$ cat src/rtl/tdm_demux_pkg.sv
// Shared types and constants for the TDM frame demultiplexer.
// The CHECK state exists only when TDM_DEMUX_CHECKSUM_EN is defined.
package tdm_demux_pkg;

  localparam int unsigned ERR_W = 8;
  localparam logic [7:0] DEFAULT_SYNC_WORD = 8'hA5;

  typedef enum logic [2:0] {
    ST_HUNT    = 3'd0,
    ST_COLLECT = 3'd1,
`ifdef TDM_DEMUX_CHECKSUM_EN
    ST_CHECK   = 3'd2,
`endif
    ST_HOLD    = 3'd3,
    ST_EXPECT  = 3'd4
  } state_e;

  // Saturating increment for the framing error counter.
  function automatic logic [ERR_W-1:0] sat_inc(input logic [ERR_W-1:0] v);
    return (v == {ERR_W{1'b1}}) ? v : v + ERR_W'(1);
  endfunction

endpackage

$ cat src/rtl/tdm_checksum.sv
// Running XOR of the lane words of one frame; cleared when a sync word is accepted.
module tdm_checksum #(
  parameter int unsigned WIDTH = 8
) (
  input  logic             clk,
  input  logic             rst,
  input  logic             clear,
  input  logic             en,
  input  logic [WIDTH-1:0] din,
  output logic [WIDTH-1:0] acc
);

  logic [WIDTH-1:0] acc_q, acc_d;

  always_comb begin
    acc_d = acc_q;
    if (clear) begin
      acc_d = '0;
    end else if (en) begin
      acc_d = acc_q ^ din;
    end
  end

  always_ff @(posedge clk) begin
    if (rst) begin
      acc_q <= '0;
    end else begin
      acc_q <= acc_d;
    end
  end

  assign acc = acc_q;

endmodule

$ cat src/rtl/tdm_demux.sv
// Serial TDM word stream to parallel frame demultiplexer with sync-word framing.
// Define TDM_DEMUX_CHECKSUM_EN to require and verify a trailing XOR checksum word per frame.
module tdm_demux
  import tdm_demux_pkg::*;
#(
  parameter int unsigned      LANES     = 4,
  parameter int unsigned      WIDTH     = 8,
  parameter logic [WIDTH-1:0] SYNC_WORD = WIDTH'(DEFAULT_SYNC_WORD)
) (
  input  logic                   clk,
  input  logic                   rst,
  input  logic                   in_valid,
  input  logic [WIDTH-1:0]       in_data,
  output logic                   in_ready,
  output logic                   out_valid,
  output logic [LANES*WIDTH-1:0] out_data,
  input  logic                   out_ready,
  output logic                   lock,
  output logic [ERR_W-1:0]       err_count
);

  localparam int unsigned CNT_W = $clog2(LANES);
  localparam logic [CNT_W-1:0] LAST_LANE = CNT_W'(LANES - 1);

  state_e                 state_q, state_d;
  logic [CNT_W-1:0]       cnt_q, cnt_d;
  logic [LANES*WIDTH-1:0] out_data_q, out_data_d;
  logic                   out_valid_q, out_valid_d;
  logic                   in_ready_q, in_ready_d;
  logic                   lock_q, lock_d;
  logic [ERR_W-1:0]       err_count_q, err_count_d;
  logic                   accept_c;
  logic                   handshake_c;

`ifdef TDM_DEMUX_CHECKSUM_EN
  logic             acc_clear_c;
  logic             acc_en_c;
  logic [WIDTH-1:0] acc_c;

  tdm_checksum #(
    .WIDTH(WIDTH)
  ) u_checksum (
    .clk  (clk),
    .rst  (rst),
    .clear(acc_clear_c),
    .en   (acc_en_c),
    .din  (in_data),
    .acc  (acc_c)
  );
`endif

  // Frame FSM; out_data_q doubles as lane storage while collecting.
  always_comb begin
    state_d     = state_q;
    cnt_d       = cnt_q;
    out_data_d  = out_data_q;
    err_count_d = err_count_q;
    accept_c    = in_valid & in_ready_q;
    handshake_c = out_valid_q & out_ready;
`ifdef TDM_DEMUX_CHECKSUM_EN
    acc_clear_c = 1'b0;
    acc_en_c    = 1'b0;
`endif

    case (state_q)
      ST_HUNT: begin
        if (accept_c && (in_data == SYNC_WORD)) begin
          state_d = ST_COLLECT;
          cnt_d   = '0;
`ifdef TDM_DEMUX_CHECKSUM_EN
          acc_clear_c = 1'b1;
`endif
        end
      end
      ST_COLLECT: begin
        if (accept_c) begin
          for (int unsigned k = 0; k < LANES; k++) begin
            if (cnt_q == CNT_W'(k)) begin
              out_data_d[k*WIDTH +: WIDTH] = in_data;
            end
          end
`ifdef TDM_DEMUX_CHECKSUM_EN
          acc_en_c = 1'b1;
`endif
          if (cnt_q == LAST_LANE) begin
`ifdef TDM_DEMUX_CHECKSUM_EN
            state_d = ST_CHECK;
`else
            state_d = ST_HOLD;
`endif
          end else begin
            cnt_d = cnt_q + CNT_W'(1);
          end
        end
      end
`ifdef TDM_DEMUX_CHECKSUM_EN
      ST_CHECK: begin
        if (accept_c) begin
          if (in_data == acc_c) begin
            state_d = ST_HOLD;
          end else begin
            state_d     = ST_HUNT;
            err_count_d = sat_inc(err_count_q);
          end
        end
      end
`endif
      ST_HOLD: begin
        if (handshake_c) begin
          state_d = ST_EXPECT;
        end
      end
      ST_EXPECT: begin
        if (accept_c) begin
          if (in_data == SYNC_WORD) begin
            state_d = ST_COLLECT;
            cnt_d   = '0;
`ifdef TDM_DEMUX_CHECKSUM_EN
            acc_clear_c = 1'b1;
`endif
          end else begin
            state_d     = ST_HUNT;
            err_count_d = sat_inc(err_count_q);
          end
        end
      end
      default: begin
        state_d = ST_HUNT;
      end
    endcase

    out_valid_d = (state_d == ST_HOLD);
    in_ready_d  = (state_d != ST_HOLD);
    lock_d      = (state_d != ST_HUNT);
  end

  always_ff @(posedge clk) begin
    if (rst) begin
      state_q     <= ST_HUNT;
      cnt_q       <= '0;
      out_data_q  <= '0;
      out_valid_q <= 1'b0;
      in_ready_q  <= 1'b0;
      lock_q      <= 1'b0;
      err_count_q <= '0;
    end else begin
      state_q     <= state_d;
      cnt_q       <= cnt_d;
      out_data_q  <= out_data_d;
      out_valid_q <= out_valid_d;
      in_ready_q  <= in_ready_d;
      lock_q      <= lock_d;
      err_count_q <= err_count_d;
    end
  end

  assign in_ready  = in_ready_q;
  assign out_valid = out_valid_q;
  assign out_data  = out_data_q;
  assign lock      = lock_q;
  assign err_count = err_count_q;

endmodule

$ cat config.mk
export PLATFORM = sky130hd
export DESIGN_NAME = tdm_demux
export DESIGN_NICKNAME = d
export VERILOG_FILES = /design/src/rtl/tdm_demux_pkg.sv /design/src/rtl/tdm_checksum.sv /design/src/rtl/tdm_demux.sv
export SDC_FILE = /design/constraint.sdc
export NUM_CORES = 1
export LEC_CHECK = 0
export CORE_MARGIN = 4
export CORE_UTILIZATION = 44
export CTS_BUF_LIST = sky130_fd_sc_hd__clkbuf_4
export CTS_CLUSTER_DIAMETER = 120
export DETAILED_ROUTE_END_ITERATION = 12
export PLACE_DENSITY = 0.85
export SLEW_MARGIN = 20
export SYNTH_ARGS = -nofsm -noshare
export SYNTH_HDL_FRONTEND = slang
export SYNTH_HIERARCHICAL = 1
export SYNTH_SLANG_ARGS = --single-unit
$ cat constraint.sdc
create_clock -name clk -period 1.6 [get_ports clk]
set_input_delay 0.32 -clock clk [delete_from_list [all_inputs] [get_ports clk]]
set_output_delay 0.32 -clock clk [all_outputs]
set_load 0.01 [all_outputs]
==> flow_metrics.py, run 1 <==
metrics = {
    "worst_setup_path": {
        "worst_path_dominant_cell_family": "simple AND/OR/NAND/NOR gates",
        "required_ns": 1.90,
        "rr_worst_depth": 4,
        "crit_fanout": 8,
        "cp_slowest_cell": "or3b_4",
        "path_class": "flop to flop",
        "r2r_end": "err_count[3]$_SDFFE_PP0P_",
        "cp-start-kind": "flop",
        "ff2ff_setup_slack_ns": -0.07,
        "endpoint_kind": "flop",
        "max_stage_delay_ns": 0.41,
        "crit_buf_inv": 0,
        "timing.rr.start": "state_q[0]$_SDFF_PP0_",
        "crit_chain": "or3b_4 > a211o_4 > or4_1 > a21oi_1",
        "crit_arrival_ns": 1.97,
    },
    "worst_hold_path": {
        "worstHoldStart": "in_data[6]",
        "whs_endpoint": "out_data[22]$_SDFFE_PP0P_",
        "whs_path_depth": 4,
        "hp-class": "input pin to flop",
    },
    "power": {
        "power_frac_comb_pct": 4.6,
        "p_sw_uw": 434.1,
        "p_seq_share_pct": 59.7,
        "power.leakage_nw": 1.482,
        "power_density_nw_per_um2": 685.2,
        "ir_drop_uv": 528.1,
        "clock_power_share_pct": 35.7,
        "p_int_mw": 1.563,
        "swShare_pct": 21.74,
    },
    "drt": {
        "drc": 0,
        "final_antenna_net_count": 0,
        "routed.top_layer": "met4",
        "routed_wl_mm": 5.202,
        "wl_met3_um": 249,
        "dr.first_iter.drc_count": 86,
        "dr.pass1.iters": 4,
        "vias": 1743,
        "vias_per_cell": 5.363,
        "wl_met1_mm": 2.098,
        "post_drt_wl_per_cell_um": 16.01,
        "wl_met2_mm": 2.691,
    },
    "yosys": {
        "synth_largest_area_cell": "dfxtp_1",
        "muxShareOfSynthArea_pct": 16.26,
        "synth_area_um2": 1969,
        "ys_seq_elements": 48,
        "synth_top_area_share_pct": 48.79,
        "synth_fp_nets": 215,
        "synth-seq-area-share_pct": 48.79,
        "synth_cell_types": 31,
        "synth_cells": 198,
        "synth_area_leaders": "dfxtp_1 49%, mux2i_1 16%, nor2_1 6.9%",
        "synth_enable_flop_cells": 0,
        "synth_xor_area_share_pct": 0,
        "avgSynthCellArea_um2": 9.946,
        "synth_compound_area_share_pct": 7.052,
        "synth_top_family_by_area": "simple AND/OR/NAND/NOR gates",
        "synthFlopType": "dfxtp_1",
        "yosys.area_share.simple_pct": 19.44,
        "async_flop_share_pct": 0,
        "synth_adder_area_share_pct": 3.177,
        "yosysWarnings": 6,
    },
    "cts": {
        "worst_skew_pair.late_latency_ns": 0.36,
        "cts.sinks": 48,
        "clock_path_buffers": 2,
        "cts_tree": "built",
        "cts_max_level": 2,
        "cts_hold_buffers": 0,
        "cts_root_buf": "clkbuf_4",
        "cts.clk_slew.worst_paths_ns": 0.14,
        "numCtsBuffers": 5,
    },
    "final_layout": {
        "final_common_cell": "dfxtp_1",
        "diodes": 0,
        "drive_gt1_share_pct": 22.34,
        "most-common-layout-cells": "37 x dfxtp_1, 36 x nor2_1, 31 x mux2i_1",
        "area_growth_pct": 47.97,
        "layout.nets": 289,
        "utilization_pct": 66.93,
        "nFillCells": 324,
    },
    "timing": {
        "hold_violations": 0,
        "max_slew_margin_pct": 74.46,
        "fmax_mhz": 599.0,
        "fin_crit_sh_pct": 104.3,
        "slew_viol_final": 0,
        "fin_crit_ns": 1.669,
        "final.setup.worst_slack_ns": -0.06939,
        "finClkSkew_ns": 0.005287,
        "worst_pin_slew_ns": 0.3790,
        "rsz0062_at_grt": "yes",
        "setup_viol": 7,
    },
    "global_routing": {
        "first_global_vias": 1657,
        "grt.overflow.total": 0,
        "antenna_found_initial": 0,
        "grt_max_degree": 49,
        "track_usage_pct": 18.64,
        "grt_pass1_wl_mm": 7.948,
    },
    "floorplanning": {
        "die_area_um2": 5610,
        "die_width_um": 74.90,
        "core_um2": 4354,
        "die_h_um": 74.90,
        "start_util_pct": 45.23,
        "io-pin-count": 55,
        "rows": 24,
    },
    "status": {
        "outcome": "finished, violations left",
        "violations": "negative setup slack",
    },
    "place": {
        "port_buffers": 54,
        "pre_cts_ws_ns": -0.5957,
        "place_congestion": 0.8501,
        "dp_hpwl_mm": 3.412,
    },
    "job": {
        "drv_cap": 0,
    },
}
==> state kept, by name, summed over array words and instances (netlist names) <==
name / count
err_count: 8
state_q: 3
cnt_q: 2
lock: 1
out_valid: 1
out_data: 32
in_ready: 1
==> area by class of cell <==
type	count	area, um^2	area share, %
multi-input cells	135	996.0	34.18
flip-flops and latches	48	982.2	33.71
repair buffers	78	775.7	26.62
well taps	52	65.06	2.233
clock inverters	3	42.54	1.460
clock buffers	5	37.54	1.288
inverters	4	15.01	0.5152
==> per-layer routing <==
layer / global-route usage [%] / up-vias
met5: 0 / -
met4: 8.893 / 0
met3: 4.139 / 16
met2: 30.37 / 61
met1: 23.34 / 822
li1: - / 844
==> cells by family (layout without fill, tap and decap cells) <==
group	after synthesis	in the layout
mux	32	32
compound gates	23	24
flops	48	48
simple gates	74	74
fa+ha+maj	5	5
buf+inv	16	90
==> worst max-delay path by stage <==
stage                                startpoint                        end  cells after the start
after floorplan           state_q[1]$_SDFF_PP0_  err_count[0]$_SDFFE_PP0P_                      6
after global placement               in_data[3]  err_count[6]$_SDFFE_PP0P_                      5
after detailed placement             in_data[3]  err_count[3]$_SDFFE_PP0P_                      5
after CTS                 state_q[0]$_SDFF_PP0_  err_count[4]$_SDFFE_PP0P_                      4
after global routing      state_q[0]$_SDFF_PP0_  err_count[3]$_SDFFE_PP0P_                      4
final                     state_q[0]$_SDFF_PP0_  err_count[3]$_SDFFE_PP0P_                      4
==> stage by stage <==
stage               power [mW]  TNS (ns)  std cells  hold slack (ns)  instance area, um^2
floorplan                1.250   -0.4221        198           0.4672                 1974
global placement         1.317    -13.15        314           0.4736                 2671
detailed placement       1.318    -13.31        314           0.4778                 2671
CTS                      2.003   -0.3208        324           0.4424                 2785
global route             2.057   -0.7449        325           0.4716                 2914
finish                   1.997   -0.3389        325           0.4538                 2914
==> cell usage after synthesis (4+ instances only) <==
library cell  number
or4_1              5
o31ai_1            4
mux2i_1           32
nand2_1            7
buf_2              4
dfxtp_1           48
nor2_1            36
inv_1              4
nand3_1            6
nor3b_1            4
ha_1               5
a21oi_1           12
==> power groups by stage <==
stage	registers, mW	logic, mW	clock network, mW
after global routing	1.19	0.0989	0.764
after floorplan	1.22	0.0257	0
after CTS	1.19	0.0902	0.720
after detailed placement	1.22	0.0934	0
final	1.19	0.0913	0.713
after global placement	1.22	0.0932	0
==> tightest hold or removal path, stage by stage <==
cell and delay [ns]:
dlygate4sd2_1 0.20, buf_4 0.13, mux2i_1 0.06, nor2_1 0.07
==> repair_timing <==
action / in CTS / in global routing
resized for setup: 44 / 37
buffers inserted: 1 / 1
cloned: 1 / 0
endpoints found under the setup margin: 31 / 65
pin swaps: 6 / 7
Note: power is estimated with default switching activity, not from simulation.
==> run 2, diff against run 1 <==
--- a/config.mk
+++ b/config.mk
@@ -5,12 +5,15 @@
 export SDC_FILE = /design/constraint.sdc
 export NUM_CORES = 1
 export LEC_CHECK = 0
+export ABC_AREA = 1
+export CORE_ASPECT_RATIO = 0.7
 export CORE_MARGIN = 4
-export CORE_UTILIZATION = 44
+export CORE_UTILIZATION = 45
 export CTS_BUF_LIST = sky130_fd_sc_hd__clkbuf_4
 export CTS_CLUSTER_DIAMETER = 120
 export DETAILED_ROUTE_END_ITERATION = 12
-export PLACE_DENSITY = 0.85
+export PLACE_DENSITY = 0.86
+export RECOVER_POWER = 50
 export SLEW_MARGIN = 20
 export SYNTH_ARGS = -nofsm -noshare
 export SYNTH_HDL_FRONTEND = slang
==> run 2 against run 1 <==
Net effect: the flow now finishes without violations; critical path depth down 3; utilization is 3.9 points lower; sequential share of layout area increased by 1.5 points; global-route usage down 0.57 points; cell count up 16%; routed wire length down 5.5%; non-clock buffer count decreased by 12; final area down 5.2%; clock power rose by 25%; fmax is 10% higher.
==> flow_metrics.py, run 2 <==
metrics = {
    "power": {
        "total_power_mw": 2.193,
        "power.leakage_nw": 1.207,
        "ir_drop_uv": 504.0,
        "power_density_nw_per_um2": 794.1,
    },
    "place": {
        "place_congestion": 0.8423,
        "dp_hpwl_mm": 3.614,
        "port_buffers": 54,
    },
    "cts": {
        "worst_skew_pair.late_latency_ns": 0.36,
        "cts.clk_slew.worst_paths_ns": 0.14,
        "cts_root_buf": "clkbuf_4",
        "cts_max_level": 2,
        "cts.sinks": 48,
        "cts_tree": "built",
        "numCtsBuffers": 5,
        "clock_path_buffers": 2,
    },
    "worst_setup_path": {
        "crit_fanout": 1,
        "ff2ff_setup_slack_ns": 0.15,
        "crit_arrival_ns": 1.20,
        "endpoint_kind": "output port",
        "cp_slowest_cell": "clkdlybuf4s50_1",
        "required_ns": 1.28,
        "path_class": "flop to output port",
        "worst_path_dominant_cell_family": "buffers and inverters",
        "r2r_end": "err_count[7]$_SDFFE_PP0P_",
        "crit_chain": "clkdlybuf4s50_1",
        "crit_buf_inv": 1,
        "max_stage_delay_ns": 0.53,
        "cp-start-kind": "flop",
        "rr_worst_depth": 8,
        "timing.rr.start": "err_count[0]$_SDFFE_PP0P_",
    },
    "timing": {
        "finalSetupTns_ns": 0,
        "worst_pin_slew_ns": 0.3780,
        "max_slew_margin_pct": 74.78,
        "fmax_mhz": 659.4,
        "slew_viol_final": 0,
        "rsz0062_at_grt": "no",
        "setup_viol": 0,
        "finClkSkew_ns": 0.02134,
        "hold_violations": 0,
        "fin_crit_ns": 1.517,
        "fin_crit_sh_pct": 94.78,
    },
    "yosys": {
        "synth_cells": 257,
        "synth_enable_flop_cells": 0,
        "synth_fp_nets": 274,
        "avgSynthCellArea_um2": 7.984,
        "yosysMostFrequentCell": "nor2_1",
        "async_flop_share_pct": 0,
        "synth_top_area_share_pct": 46.83,
        "yosysWarnings": 6,
        "synth_area_leaders": "dfxtp_1 47%, nor2_1 9.1%, nand2_1 6.8%",
        "synth_cell_types": 24,
        "synthFlopType": "dfxtp_1",
        "synth_area_um2": 2052,
        "synth_commonest_cells": "50 x nor2_1, 48 x dfxtp_1, 37 x nand2_1",
        "ys_seq_elements": 48,
        "synth_largest_area_cell": "dfxtp_1",
        "synth-seq-area-share_pct": 46.83,
    },
    "drt": {
        "routed_wl_mm": 4.917,
        "dr.first_iter.drc_count": 127,
        "vias_per_cell": 4.979,
        "post_drt_wl_per_cell_um": 13.01,
        "drc": 0,
        "final_antenna_net_count": 0,
        "vias": 1882,
        "dr.pass1.iters": 5,
    },
    "floorplanning": {
        "core_um2": 4379,
        "rows": 20,
        "die_width_um": 88.71,
        "die_area_um2": 5721,
        "start_util_pct": 46.86,
        "io-pin-count": 55,
        "die_h_um": 64.50,
    },
    "global_routing": {
        "grt.overflow.total": 0,
        "grt_max_degree": 35,
        "track_usage_pct": 18.07,
        "first_global_vias": 1786,
        "antenna_found_initial": 0,
        "grt_pass1_wl_mm": 8.238,
    },
    "final_layout": {
        "final_common_cell": "nor2_1",
        "layout.nets": 339,
        "diodes": 0,
        "most-common-layout-cells": "51 x nor2_1, 40 x dfxtp_1, 37 x nand2_1",
        "area_growth_pct": 34.57,
        "drive_gt1_share_pct": 13.62,
        "largest_register_ffs": 32,
    },
    "worst_hold_path": {
        "whs_path_depth": 2,
        "worstHoldStart": "out_data[21]$_SDFFE_PP0P_",
        "hp-class": "flop to flop",
        "whs_endpoint": "out_data[21]$_SDFFE_PP0P_",
    },
    "job": {
        "drv_cap": 0,
    },
    "status": {
        "outcome": "complete, no violations",
    },
}
-- run 2: changes by cell type in the layout (fill, tap and decap cells not counted), sizes merged, moves of 16 or more --
cell / delta
inv: +21
nor2: +16
dlymetal6s2s: -21
mux2i: -32
clkdlybuf4s25: +24
o21ai: +30
nand2: +32
-- run 2: cell type report --
class                   instances  area [um^2]
clock buffers                   5        37.54
clock inverters                 3        68.82
fillers                       399         1618
inverters                      24        97.59
multi-input cells             177        905.9
flip-flops and latches         48        970.9
well taps                      55        68.82
repair buffers                 66        611.8
-- run 2: worst max-delay path by stage --
stage	cells past startpoint	startpoint	slack [ns]	to
after floorplan	8	err_count[0]$_SDFFE_PP0P_	0.25	err_count[7]$_SDFFE_PP0P_
after global placement	8	in_data[5]	-0.1	err_count[7]$_SDFFE_PP0P_
after detailed placement	8	in_data[5]	-0.14	err_count[7]$_SDFFE_PP0P_
after CTS	1	out_data[19]$_SDFFE_PP0P_	0.001	out_data[19]
after global routing	1	lock$_SDFF_PP0_	0.01	lock
final	1	lock$_SDFF_PP0_	0.08	lock
-- run 2: where the power goes --
part	internal [mW]	leakage [nW]	switching, mW
sequential	1.20	0.391	0.00103
combinational	0.0501	0.761	0.0561
clock	0.492	0.0558	0.397
total	1.74	1.21	0.454
-- run 2: per-stage QoR --
stage	setup WS, ns	hold WS [ns]	utilization [%]	std cells	instance area [um^2]
final	0.08349	0.5018	63.06	378	2761
after global routing	0.01420	0.5205	63.06	378	2761
after CTS	0.001256	0.5049	63.60	378	2785
after detailed placement	-0.1361	0.4842	61.29	369	2684
after global placement	-0.09580	0.4660	61.29	369	2684
after floorplan	0.2454	0.3891	-	257	2052
-- run 2: repair_timing --
item                       in CTS  in global routing
gates resized for setup        24                 27
hold buffers                    0                  0
pin swaps                       0                  0
setup buffers                   1                  0
setup endpoints to repair      18                 25
-- run 2: routing by layer --
layer | GRT usage [%] | vias up | routed length (um)
li1 | - | 961 | -
met1 | 24.76 | 853 | 2240
met2 | 27.96 | 62 | 2252
met3 | 4.574 | 6 | 374
met4 | 5.283 | 0 | 50
met5 | 0 | - | 0
-- run 2: cells by family after synthesis --
kind of cell / synth area share, %
AOI/OAI and AO/OA: 15.18
xor gates and xnor gates: 2.561
adders and majority gates: 3.049
buffers and inverters: 7.682
DFF: 46.83
and+or+nand+nor: 24.69
